### config.mk
export PLATFORM = sky130hd
export DESIGN_NAME = uflash_rbuf
export DESIGN_NICKNAME = d
export VERILOG_FILES = /design/src/rtl/uflash_pkg.sv /design/src/rtl/uflash_rbuf_store.sv /design/src/rtl/uflash_rbuf.sv
export SDC_FILE = /design/constraint.sdc
export NUM_CORES = 1
export LEC_CHECK = 0
export BUFFER_PORTS_ARGS = -buffer_cell sky130_fd_sc_hd__buf_2
export CAP_MARGIN = 20
export CORE_AREA = 4 4 224 226
export DETAILED_ROUTE_END_ITERATION = 10
export DIE_AREA = 0 0 228 230
export HOLD_SLACK_MARGIN = 0.06
export PLACE_DENSITY_LB_ADDON = 0.25
export SLEW_MARGIN = 5
export SYNTH_ARGS = -nofsm -noshare
export SYNTH_HDL_FRONTEND = slang
export SYNTH_SLANG_ARGS = --single-unit
### constraint.sdc
create_clock -name clk -period 5.1 [get_ports clk]
set_input_delay 0 -clock clk [delete_from_list [all_inputs] [get_ports clk]]
set_output_delay 0 -clock clk [all_outputs]
set_load 0.005 [all_outputs]
### src/rtl/uflash_pkg.sv
`default_nettype none
// ============================================================================
// Module   : uflash_pkg
// Purpose  : Shared widths, wstrb encodings and FSM state encoding for the
//            user-flash read buffer.
// Revision : 1.0 - initial release
// ============================================================================
package uflash_pkg;

  localparam int ADDR_W = 15;
  localparam int DATA_W = 32;

  localparam logic [3:0] WSTRB_READ  = 4'b0000;
  localparam logic [3:0] WSTRB_PROG  = 4'b1111;
  localparam logic [3:0] WSTRB_ERASE = 4'b0001;

  typedef logic [1:0] state_t;

  localparam state_t ST_IDLE = 2'd0;
  localparam state_t ST_FILL = 2'd1;
  localparam state_t ST_PASS = 2'd2;
  localparam state_t ST_RESP = 2'd3;

endpackage : uflash_pkg
`default_nettype wire

### src/rtl/uflash_rbuf_store.sv
`default_nettype none
// ============================================================================
// Module   : uflash_rbuf_store
// Purpose  : Direct-mapped valid/tag/data arrays with combinational lookup.
// Revision : 1.0 - initial release
// ============================================================================
module uflash_rbuf_store
  import uflash_pkg::*;
#(
  parameter int IDX_BITS = 3,
  parameter int TAG_W    = ADDR_W - IDX_BITS
) (
  input  logic                clk,
  input  logic                reset_n,
  input  logic [IDX_BITS-1:0] lookup_idx,
  input  logic [TAG_W-1:0]    lookup_tag,
  output logic                hit,
  output logic [DATA_W-1:0]   lookup_data,
  input  logic                wr_en,
  input  logic [IDX_BITS-1:0] wr_idx,
  input  logic [TAG_W-1:0]    wr_tag,
  input  logic [DATA_W-1:0]   wr_data,
  input  logic                inv_en,
  input  logic [IDX_BITS-1:0] inv_idx,
  input  logic                inv_all
);

  localparam int ENTRIES = 1 << IDX_BITS;

  logic [ENTRIES-1:0] r_valid;
  logic [TAG_W-1:0]   r_tag  [ENTRIES];
  logic [DATA_W-1:0]  r_data [ENTRIES];

  always_ff @(posedge clk or negedge reset_n) begin
    if (!reset_n) begin
      r_valid <= '0;
    end else if (inv_all) begin
      r_valid <= '0;
    end else begin
      if (inv_en) r_valid[inv_idx] <= 1'b0;
      if (wr_en)  r_valid[wr_idx]  <= 1'b1;
    end
  end

  // Tag/data carry no reset so they can map onto distributed RAM.
  always_ff @(posedge clk) begin
    if (wr_en) begin
      r_tag[wr_idx]  <= wr_tag;
      r_data[wr_idx] <= wr_data;
    end
  end

  assign hit         = r_valid[lookup_idx] && (r_tag[lookup_idx] == lookup_tag);
  assign lookup_data = r_data[lookup_idx];

endmodule : uflash_rbuf_store
`default_nettype wire

### src/rtl/uflash_rbuf.sv
`default_nettype none
// ============================================================================
// Module   : uflash_rbuf
// Purpose  : Read buffer between the CPU bus and uflash; reads hit a small
//            direct-mapped cache, program/erase pass through and invalidate.
// Revision : 1.0 - initial release
// ============================================================================
module uflash_rbuf
  import uflash_pkg::*;
#(
  parameter int IDX_BITS = 3
) (
  input  logic              clk,
  input  logic              reset_n,
  input  logic              sel,
  input  logic [3:0]        wstrb,
  input  logic [ADDR_W-1:0] addr,
  input  logic [DATA_W-1:0] data_i,
  output logic              ready,
  output logic [DATA_W-1:0] data_o,
  output logic              f_sel,
  output logic [3:0]        f_wstrb,
  output logic [ADDR_W-1:0] f_addr,
  output logic [DATA_W-1:0] f_data_o,
  input  logic              f_ready,
  input  logic [DATA_W-1:0] f_data_i
);

  localparam int TAG_W = ADDR_W - IDX_BITS;

  state_t              r_state;
  state_t              w_state_next;
  logic [ADDR_W-1:0]   r_addr;
  logic [3:0]          r_wstrb;

  logic                w_hit;
  logic [DATA_W-1:0]   w_lookup_data;
  logic                w_fill_done;
  logic                w_pass_done;

  logic                w_ready_d;
  logic [DATA_W-1:0]   w_data_o_d;
  logic                w_f_sel_d;
  logic [3:0]          w_f_wstrb_d;
  logic [ADDR_W-1:0]   w_f_addr_d;
  logic [DATA_W-1:0]   w_f_data_d;
  logic [ADDR_W-1:0]   w_addr_d;
  logic [3:0]          w_wstrb_d;

  assign w_fill_done = (r_state == ST_FILL) && f_ready;
  assign w_pass_done = (r_state == ST_PASS) && f_ready;

  uflash_rbuf_store #(
    .IDX_BITS (IDX_BITS),
    .TAG_W    (TAG_W)
  ) u_store (
    .clk         (clk),
    .reset_n     (reset_n),
    .lookup_idx  (addr[IDX_BITS-1:0]),
    .lookup_tag  (addr[ADDR_W-1:IDX_BITS]),
    .hit         (w_hit),
    .lookup_data (w_lookup_data),
    .wr_en       (w_fill_done),
    .wr_idx      (r_addr[IDX_BITS-1:0]),
    .wr_tag      (r_addr[ADDR_W-1:IDX_BITS]),
    .wr_data     (f_data_i),
    .inv_en      (w_pass_done && (r_wstrb == WSTRB_PROG)),
    .inv_idx     (r_addr[IDX_BITS-1:0]),
    .inv_all     (w_pass_done && (r_wstrb == WSTRB_ERASE))
  );

  always_ff @(posedge clk or negedge reset_n) begin
    if (!reset_n) r_state <= ST_IDLE;
    else          r_state <= w_state_next;
  end

  always_comb begin
    w_state_next = r_state;
    case (r_state)
      ST_IDLE: begin
        if (sel) begin
          if (wstrb != WSTRB_READ) w_state_next = ST_PASS;
          else if (w_hit)          w_state_next = ST_RESP;
          else                     w_state_next = ST_FILL;
        end
      end
      ST_FILL: if (f_ready) w_state_next = ST_RESP;
      ST_PASS: if (f_ready) w_state_next = ST_RESP;
      default: w_state_next = ST_IDLE;
    endcase
  end

  always_comb begin
    w_ready_d   = 1'b0;
    w_data_o_d  = data_o;
    w_f_sel_d   = f_sel;
    w_f_wstrb_d = f_wstrb;
    w_f_addr_d  = f_addr;
    w_f_data_d  = f_data_o;
    w_addr_d    = r_addr;
    w_wstrb_d   = r_wstrb;
    case (r_state)
      ST_IDLE: begin
        if (sel) begin
          w_addr_d  = addr;
          w_wstrb_d = wstrb;
          if (wstrb == WSTRB_READ) begin
            if (w_hit) begin
              w_data_o_d = w_lookup_data;
              w_ready_d  = 1'b1;
            end else begin
              w_f_sel_d   = 1'b1;
              w_f_wstrb_d = WSTRB_READ;
              w_f_addr_d  = addr;
            end
          end else begin
            w_f_sel_d   = 1'b1;
            w_f_wstrb_d = wstrb;
            w_f_addr_d  = addr;
            w_f_data_d  = data_i;
          end
        end
      end
      // f_sel must already be low when uflash re-enters idle after f_ready.
      ST_FILL: begin
        if (f_ready) begin
          w_data_o_d  = f_data_i;
          w_f_sel_d   = 1'b0;
          w_f_wstrb_d = WSTRB_READ;
          w_ready_d   = 1'b1;
        end
      end
      ST_PASS: begin
        if (f_ready) begin
          w_data_o_d = '0;
          w_f_sel_d  = 1'b0;
          w_ready_d  = 1'b1;
        end
      end
      default: ;
    endcase
  end

  always_ff @(posedge clk or negedge reset_n) begin
    if (!reset_n) begin
      ready    <= 1'b0;
      data_o   <= '0;
      f_sel    <= 1'b0;
      f_wstrb  <= '0;
      f_addr   <= '0;
      f_data_o <= '0;
      r_addr   <= '0;
      r_wstrb  <= '0;
    end else begin
      ready    <= w_ready_d;
      data_o   <= w_data_o_d;
      f_sel    <= w_f_sel_d;
      f_wstrb  <= w_f_wstrb_d;
      f_addr   <= w_f_addr_d;
      f_data_o <= w_f_data_d;
      r_addr   <= w_addr_d;
      r_wstrb  <= w_wstrb_d;
    end
  end

endmodule : uflash_rbuf
`default_nettype wire
Word-level counts from Yosys, hierarchy flattened
Memories as Yosys holds them, arrays and structs flattened.
Index checks and enable logic that the tools add are counted.
- order comparisons: 3
- eq/ne operators: 13
- multiplexer cells: 38
- bitwise operators: 4
- reductions and logical operators: 20
- operator list (cell ; count):
    two-way mux 32 bit ; 5
    case mux 32 bit (3 select lines) ; 1
    two-way mux 8 bit ; 4
    two-way mux 15 bit ; 2
    two-way mux 4 bit ; 4
    equality test 12 bit ; 1
    two-way mux 1 bit ; 12
    inequality test 2 bit, second input constant ; 5
    bitwise AND 8 bit ; 1
    less-than comparator 3 x 4 -> 1 bit, second input constant ; 2
    two-way mux 2 bit ; 4
    inverter 8 bit ; 1
    bitwise OR 8 bit ; 1
    case mux 4 bit (2 select lines) ; 1
    AND reduction 4 bit ; 2
    logical AND 1 bit ; 6
    AND reduction 3 bit ; 2
    AND reduction 6 bit ; 1
    equality test 4 x 1 -> 1 bit, second input constant ; 1
    equality test 4 bit, second input constant ; 1
    logical NOT 4 bit ; 1
    inequality test 2 x 1 -> 1 bit, second input constant ; 2
    case mux 1 bit (2 select lines) ; 2
    case mux 2 bit (2 select lines) ; 1
    other kinds (13) ; 15
- register bits after elaboration: 114
- RAM bits: 352
- input port bits: 87
- memories: 2
- memory list (name ; depth ; width ; read ports ; clocked after memory_dff ; wr ports ; RTL line ; source):
    u_store.r_data ; 8 ; 32 ; 1 ; 0 ; 1 ; uflash_rbuf_store.sv:32 ; logic [DATA_W-1:0] r_data [ENTRIES];
    u_store.r_tag ; 8 ; 12 ; 1 ; 0 ; 1 ; uflash_rbuf_store.sv:31 ; logic [TAG_W-1:0] r_tag [ENTRIES];

Depth between registers and ports, before layout
Gate-level depths: netlist (run 1).
- depth in word-level cells: 11
- mapped depth: 11

Cells and area by module
Synthesis (run 1) repeated with hierarchy kept, for this count alone.
- cells, all modules: 940
- area total of the unflattened synthesis: 18242.5 um2
- by module, submodules not included (module ; instances ; cells each ; area an instance (um2) ; seq. area each (um2)):
    uflash_rbuf_store ; 1 ; 597 ; 13795.7 ; 10770.3
    uflash_rbuf ; 1 ; 343 ; 4446.8 ; 2652.5

Worst setup path before layout (run 1)
No wires, ideal clock.
- path type: register to register
- start: reg r_state[1]
- end: mem u_store.r_data[6][0] (enable)
- arrival time: 2.068 ns
- data required time: 4.702 ns
- setup slack: 2.633 ns
- stages on the path, launching flop included: 8
- period minus slack after synthesis: 2.467 ns
- cell sequence: dfrtp_1 inv_1 ha_1 clkbuf_1 nand2_1 nor2_1 nand3_1 inv_1
- word-level cells in the longest chain between the ends: 4
- ends and longest elaborated chain (what ; RTL line ; source):
    from (decl) ; uflash_rbuf.sv:31 ; state_t r_state;
    from (signal assigned) ; uflash_rbuf.sv:74 ; else r_state <= w_state_next;
    equality test 2 x 1 -> 1 bit ; uflash_rbuf.sv:50 ; assign w_fill_done = (r_state == ST_FILL) && f_ready;
    logical AND 1 bit ; uflash_rbuf.sv:50 ;
    two-way mux 1 bit ; uflash_rbuf_store.sv:47 ; if (wr_en) begin
    two-way mux 1 bit (implied by the code) ; uflash_rbuf_store.sv:49 ; r_data[wr_idx] <= wr_data;
    to (decl) ; uflash_rbuf_store.sv:32 ;
No other way between the ends.

Final worst setup path (run 1)
- start: in addr[0]
- end: reg r_state[1]
- word-level cells in the longest chain between the ends: 7
- ends and longest elaborated chain (what ; RTL line ; source):
    from (decl) ; uflash_rbuf.sv:17 ; input logic [ADDR_W-1:0] addr,
    memory read (8 x 12 bit) or binary-select mux 1 bit (select 3 bit) (tied branches) ; - ;
    equality test 12 bit or two-way mux 1 bit (tied branches) ; uflash_rbuf_store.sv:53 ; assign hit = r_valid[lookup_idx] && (r_tag[lookup_idx] == lookup_tag);
    logical AND 1 bit * ; uflash_rbuf_store.sv:53 ;
    two-way mux 2 bit * ; uflash_rbuf.sv:83 ; else if (w_hit) w_state_next = ST_RESP;
    two-way mux 2 bit * ; uflash_rbuf.sv:82 ; if (wstrb != WSTRB_READ) w_state_next = ST_PASS;
    two-way mux 2 bit * ; uflash_rbuf.sv:81 ; if (sel) begin
    case mux 2 bit (2 select lines) * ; uflash_rbuf.sv:79 ; case (r_state)
Every way passes the cells marked *; elsewhere a longest branch is shown, timed or not. The select of a mux whose other input is x is not followed.
A chain may end at the register's enable or synchronous reset.

==> impl_metrics.json, run 1 <==
{
  "cp.required_ns": 5.59,
  "dpl.hpwl_um": 27100,
  "design_area_mm2": 0.0231,
  "clk_path_buf_depth": 3,
  "yosys_warnings": 0,
  "yosys-top-cells-area": "edfxtp_1, dfrtp_1, mux4_2",
  "initial_core_util_pct": 39.3,
  "nNetsFinal": 1489,
  "cp_slowest_stage_delay_ns": 0.69,
  "die_area_mm2": 0.0524,
  "drive_gt1_share_pct": 29.6,
  "irDropWorstVdd_mv": 0.368,
  "hold_path.class": "input pin to register",
  "placed_cell_area_mm2": 0.0205,
  "cts_resized": 0,
  "synth_most_common_cell": "edfxtp_1",
  "final-max-slew-violation-count": 0,
  "synth.distinct_cells": 40,
  "drc_errors": 0,
  "drtIter0Drc": 918,
  "io_pins": 172,
  "synth_top_area_share_pct": 55.6,
  "hold_viol": 0,
  "cts_root_buf": "clkbuf_16",
  "synth_common_cells": "edfxtp_1, nand2_1, dfrtp_1, mux4_2, a21oi_1",
  "cts_tree": "yes",
  "die_x_um": 228,
  "grt_use_total_pct": 18.0,
  "critPathCaptureType": "register",
  "cp.arrival_ns": 3.85,
  "crit_fanout": 65,
  "critPathBufInv": 3,
  "crit_chain": "dlygate4sd3_1 -> buf_6 -> mux4_2 -> mux2i_1 -> xor2_1 -> nand4_1 -> nor4_2 -> buf_4 -> nor2_1 -> o41ai_2",
  "clock_skew_ns": 0.0227,
  "tightest_slew_ns": 1.05,
  "nFillCells": 4063,
  "ys_async_sr_fraction_pct": 24.5,
  "core_area_mm2": 0.0483,
  "cp_top_family": "buffers and inverters",
  "port_buffers": 171,
  "leakage_nw": 8.36,
  "maxCapViolCount": 0,
  "cts_sinks": 466,
  "wirelength_um": 47200,
  "firstDrtPassIters": 5,
  "register_area_mm2": 0.0134,
  "synth-edff-count": 352,
  "wl_per_cell_um": 22.9,
  "power_density_mw_per_mm2": 495,
  "multiInputGateArea_mm2": 0.00525,
  "grt_max_degree": 74,
  "critPathKind": "input pin to register",
  "fp.dieH_um": 230,
  "status": "complete, no violations",
  "post-route-util_pct": 47.8,
  "relSlewSlack_pct": 29.7,
  "clock_latency_ns": 0.59,
  "seq_area_frac_synth_pct": 70.6,
  "grt_pass1_wl_um": 73000,
  "synth-main-ff-cell": "edfxtp_1",
  "finalSetupTns_ns": 0,
  "vias": 11300,
  "antenna_left": 0,
  "viasPerCell": 5.46,
  "worst_path_max_delay_cell": "buf_6",
  "synthesis.area_mm2": 0.0190,
  "timing.final.crit_share_pct": 65.8,
  "syn2layout_area_growth_pct": 21.5,
  "max_freq_mhz": 298,
  "grt.overflow.total": 0,
  "finalSetupViolCount": 0,
  "synthCells": 1138,
  "htree_levels": 2,
  "clkTransAtPathRegs_ns": 0.06,
  "hold_slack_ns": 0.181,
  "grt_antenna_before_repair": 1,
  "first_global_vias": 11700,
  "ys_seq_elements": 466,
  "num_rows": 81,
  "syn-num-nets": 1229,
  "cts_buffers": 50,
  "rsz0062_at_grt": "no",
  "avgSynthCellArea_um2": 16.7,
  "yosys.area.top_type": "edfxtp_1",
  "critPathLaunchType": "input pin",
  "fin_crit_ns": 3.36,
  "place_congestion": 0.752
}
[timing repair]
| action | in CTS | in global routing |
|---|---|---|
| setup buffers | 0 | 0 |
| endpoints found under the hold margin | 406 | 0 |
| hold buffers | 86 | 0 |
[power breakdown]
part           internal (mW)  total [mW]  switching (mW)
logic                   1.16        2.62            1.46
registers               4.76        5.20           0.445
clock network           2.12        3.60            1.48
[kinds of logic after synthesis]
| group | after synthesis | share of synthesized area (%) |
|---|---|---|
| flops | 466 | 70.6 |
| simple gates | 218 | 5.02 |
| mux | 183 | 15.9 |
| compound gates | 170 | 5.75 |
| buf+inv | 86 | 1.92 |
| xor+xnor | 11 | 0.507 |
| fa+ha+maj | 4 | 0.263 |
[per-layer routing]
layer | track usage, % | part of all wire, % | up-vias
met5 | 0 | 0 | -
met1 | 25.4 | 44 | 5786
met4 | 5.34 | 2.3 | 0
met3 | 3.41 | 6.8 | 72
li1 | - | - | 4988
met2 | 28.6 | 47 | 428
[worst paths after layout]
check                                             from                            end  slack [ns]  depth (start not counted)
worst max register to register  r_state[1]$_DFFE_PN0P_  u_store.r_tag[0][4]$_DFFE_PP_        2.06                          7
worst min-delay path                         data_i[9]        f_data_o[9]$_DFFE_PN0P_        0.18                          3
max in group asynchronous                      reset_n       f_data_o[31]$_DFFE_PN0P_        3.66                          4
worst max-delay path                           addr[0]         r_state[1]$_DFFE_PN0P_        1.74                         10
min in group asynchronous                      reset_n         f_addr[11]$_DFFE_PN0P_        0.49                          4
worst min register to register  r_wstrb[0]$_DFFE_PN0P_         r_wstrb[0]$_DFFE_PN0P_        0.49                          2
[per-stage QoR]
step	worst slack (ns)	instances	power (mW)
after detailed placement	1.59	1880	7.85
final	1.74	2063	11.4
after floorplan	2.63	1138	6.74
after global placement	1.60	1879	7.75
after CTS	1.62	2060	11.5
after global routing	1.40	2063	12.0
[sequential cells by signal, summed over array words and instances, names as in the netlist]
signal / cells
r_wstrb: 4
f_wstrb: 4
f_data_o: 32
f_addr: 15
r_addr: 15
data_o: 32
u_store.r_valid: 8
u_store.r_data: 256
ready: 1
u_store.r_tag: 96
r_state: 2
f_sel: 1
[cells in the final DEF (no fill, tap or decap), types with 10 or more instances in the layout]
cell           count
o211ai_1          33
buf_4             25
o21ai_0           44
mux2i_1           47
clkbuf_1          14
nand2_1          138
a221oi_1          32
nor2_1            12
clkbuf_16         51
dlygate4sd3_1     85
dfrtp_1          114
mux4_2            88
nand3_1           37
a21oi_1           49
buf_2            168
mux2_4            10
xor2_1            11
edfxtp_1         352
nor2b_1           11
mux2_2            38
[final cells by class]
cell class	count	area share (%)
Inverter	11	0.179
Timing Repair Buffer	283	8.48
Clock buffer	70	6.05
Sequential cell	466	58.1
Antenna cell	1	0.0108
Multi-Input combinational cell	586	22.7
Clock inverter	24	1.05
Tap cell	622	3.37
[worst reg2reg max path, cell delays in order (launching register included)]
cell     delay (ns)
dfrtp_1        0.42
inv_1          0.11
ha_1           0.36
nand2_1        0.09
nor2_1         0.34
nand2_1        0.15
inv_2          0.64
buf_4          0.54
Note: power is estimated with default switching activity, not from simulation.
==> inputs of run 2 (changes only) <==
==> constraint.sdc (replaced) <==
create_clock -name clk -period 2.77 [get_ports clk]
set_input_delay 0 -clock clk [delete_from_list [all_inputs] [get_ports clk]]
set_output_delay 0 -clock clk [all_outputs]
set_load 0.005 [all_outputs]
==> impl_metrics.json, run 2 (synthesis results as in run 1) <==
{
  "irDropWorstVdd_mv": 0.558,
  "drtIter0Drc": 1061,
  "syn2layout_area_growth_pct": 23.2,
  "grt_pass1_wl_um": 74400,
  "largest_register": "u_store.r_data",
  "fin_crit_ns": 2.53,
  "drc_errors": 0,
  "timing.final.crit_share_pct": 91.2,
  "cts_tree": "yes",
  "initial_core_util_pct": 39.3,
  "place_congestion": 0.747,
  "preCtsSetupSlack_ns": 0.127,
  "critPathKind": "input pin to register",
  "viasPerCell": 5.48,
  "clkTransAtPathRegs_ns": 0.06,
  "tightest_slew_ns": 0.790,
  "vias": 11400,
  "critPathLaunchType": "input pin",
  "finalSetupViolCount": 0,
  "reg_top3": "u_store.r_data x256, u_store.r_tag x96",
  "final-max-slew-violation-count": 0,
  "clk_path_buf_depth": 3,
  "status": "complete, no violations",
  "antenna_left": 0,
  "crit_fanout": 37,
  "nNetsFinal": 1517,
  "largest_reg_flops": 256,
  "final_cell_mix": "edfxtp_1, buf_2, nand2_1, dfrtp_1, mux4_2",
  "cts_root_buf": "clkbuf_16",
  "max_freq_mhz": 396,
  "grt.overflow.total": 0,
  "die_area_mm2": 0.0524,
  "num_rows": 81,
  "leakage_nw": 8.53,
  "wl_per_cell_um": 23.0,
  "cp.arrival_ns": 2.97,
  "first_global_vias": 11900,
  "firstDrtPassIters": 5,
  "grt_use_total_pct": 18.3,
  "clock_skew_ns": 0.0142,
  "power_density_mw_per_mm2": 897,
  "drive_gt1_share_pct": 30.7,
  "hold_path.class": "input pin to register",
  "power_mw": 21.0,
  "finalSetupTns_ns": 0,
  "setup_ws_ns": 0.244,
  "htree_levels": 2,
  "cts_buffers": 47,
  "dpl.hpwl_um": 28400,
  "final_common_cell": "edfxtp_1",
  "core_area_mm2": 0.0483,
  "grt_antenna_before_repair": 2,
  "cts_sinks": 466,
  "grt_max_degree": 64,
  "fp.dieH_um": 230,
  "hold_viol": 0,
  "maxCapViolCount": 0,
  "die_x_um": 228,
  "port_buffers": 171,
  "critPathCaptureType": "register",
  "wirelength_um": 48000,
  "cp.required_ns": 3.22,
  "nFillCells": 4009,
  "io_pins": 172,
  "clock_latency_ns": 0.58,
  "rsz0062_at_grt": "no",
  "relSlewSlack_pct": 47.3
}
run 2: worst max-delay path, cell delays in order:
cell and delay [ns]:
dlygate4sd3_1 0.59, buf_12 0.24, buf_4 0.67, mux4_2 0.62, mux2i_1 0.25, o21ai_0 0.15
a221oi_1 0.29, o211ai_1 0.13
run 2: path summary, 6_finish.rpt:
check / from / endpoint / slack (ns) / cells past startpoint
worst min-delay path: addr[2] / r_addr[2]$_DFFE_PN0P_ / 0.14 / 4
worst max register to register: u_store.r_tag[7][1]$_DFFE_PP_ / f_addr[11]$_DFFE_PN0P_ / 0.25 / 9
worst max-delay path: addr[0] / data_o[10]$_DFFE_PN0P_ / 0.24 / 8
max in group asynchronous: reset_n / f_data_o[28]$_DFFE_PN0P_ / 1.90 / 4
min in group asynchronous: reset_n / f_addr[8]$_DFFE_PN0P_ / 0.54 / 4
worst min register to register: f_data_o[14]$_DFFE_PN0P_ / f_data_o[14]$_DFFE_PN0P_ / 0.50 / 1
run 2: area by class of cell:
cell class	count	area, µm²	share of cell area (%)
clock buffers	67	1340	5.74
repair buffers	314	2350	10.0
flip-flops and latches	466	13400	57.3
multi-input cells	586	5250	22.4
clock inverters	20	239	1.02
diodes	1	2.50	0.0107
well taps	622	778	3.32
inverters	11	41.3	0.176
run 2: power breakdown:
| part | internal (mW) | switching [mW] | total (mW) |
|---|---|---|---|
| clock network | 3.85 | 2.64 | 6.49 |
| logic | 2.22 | 2.72 | 4.94 |
| registers | 8.76 | 0.821 | 9.58 |
| total | 14.8 | 6.18 | 21.0 |
run 2: metal layers:
metal | part of all wire [%] | track usage [%] | vias to the layer above
met5 | 0.027 | 0 | -
met4 | 2.1 | 4.96 | 2
met3 | 6.6 | 3.69 | 73
met2 | 48 | 29.8 | 424
met1 | 44 | 25.5 | 5890
li1 | - | - | 5056
run 2: stage by stage:
step	util (%)	std cells	hold WS, ns	cell area, µm²
after floorplan	-	1138	-0.296	19000
after global placement	43.3	1910	0.0255	20900
after detailed placement	43.3	1911	0.0408	20900
after CTS	48.4	2085	0.107	23400
after global routing	48.5	2087	0.162	23400
final	48.5	2087	0.140	23400
run 2: repair_timing:
item                                    in CTS  in global routing
resized for setup                            0                  4
endpoints found under the hold margin      480                  0
buffers inserted                             0                  1
endpoints found under the setup margin       0                 17
hold buffers                                87                  0
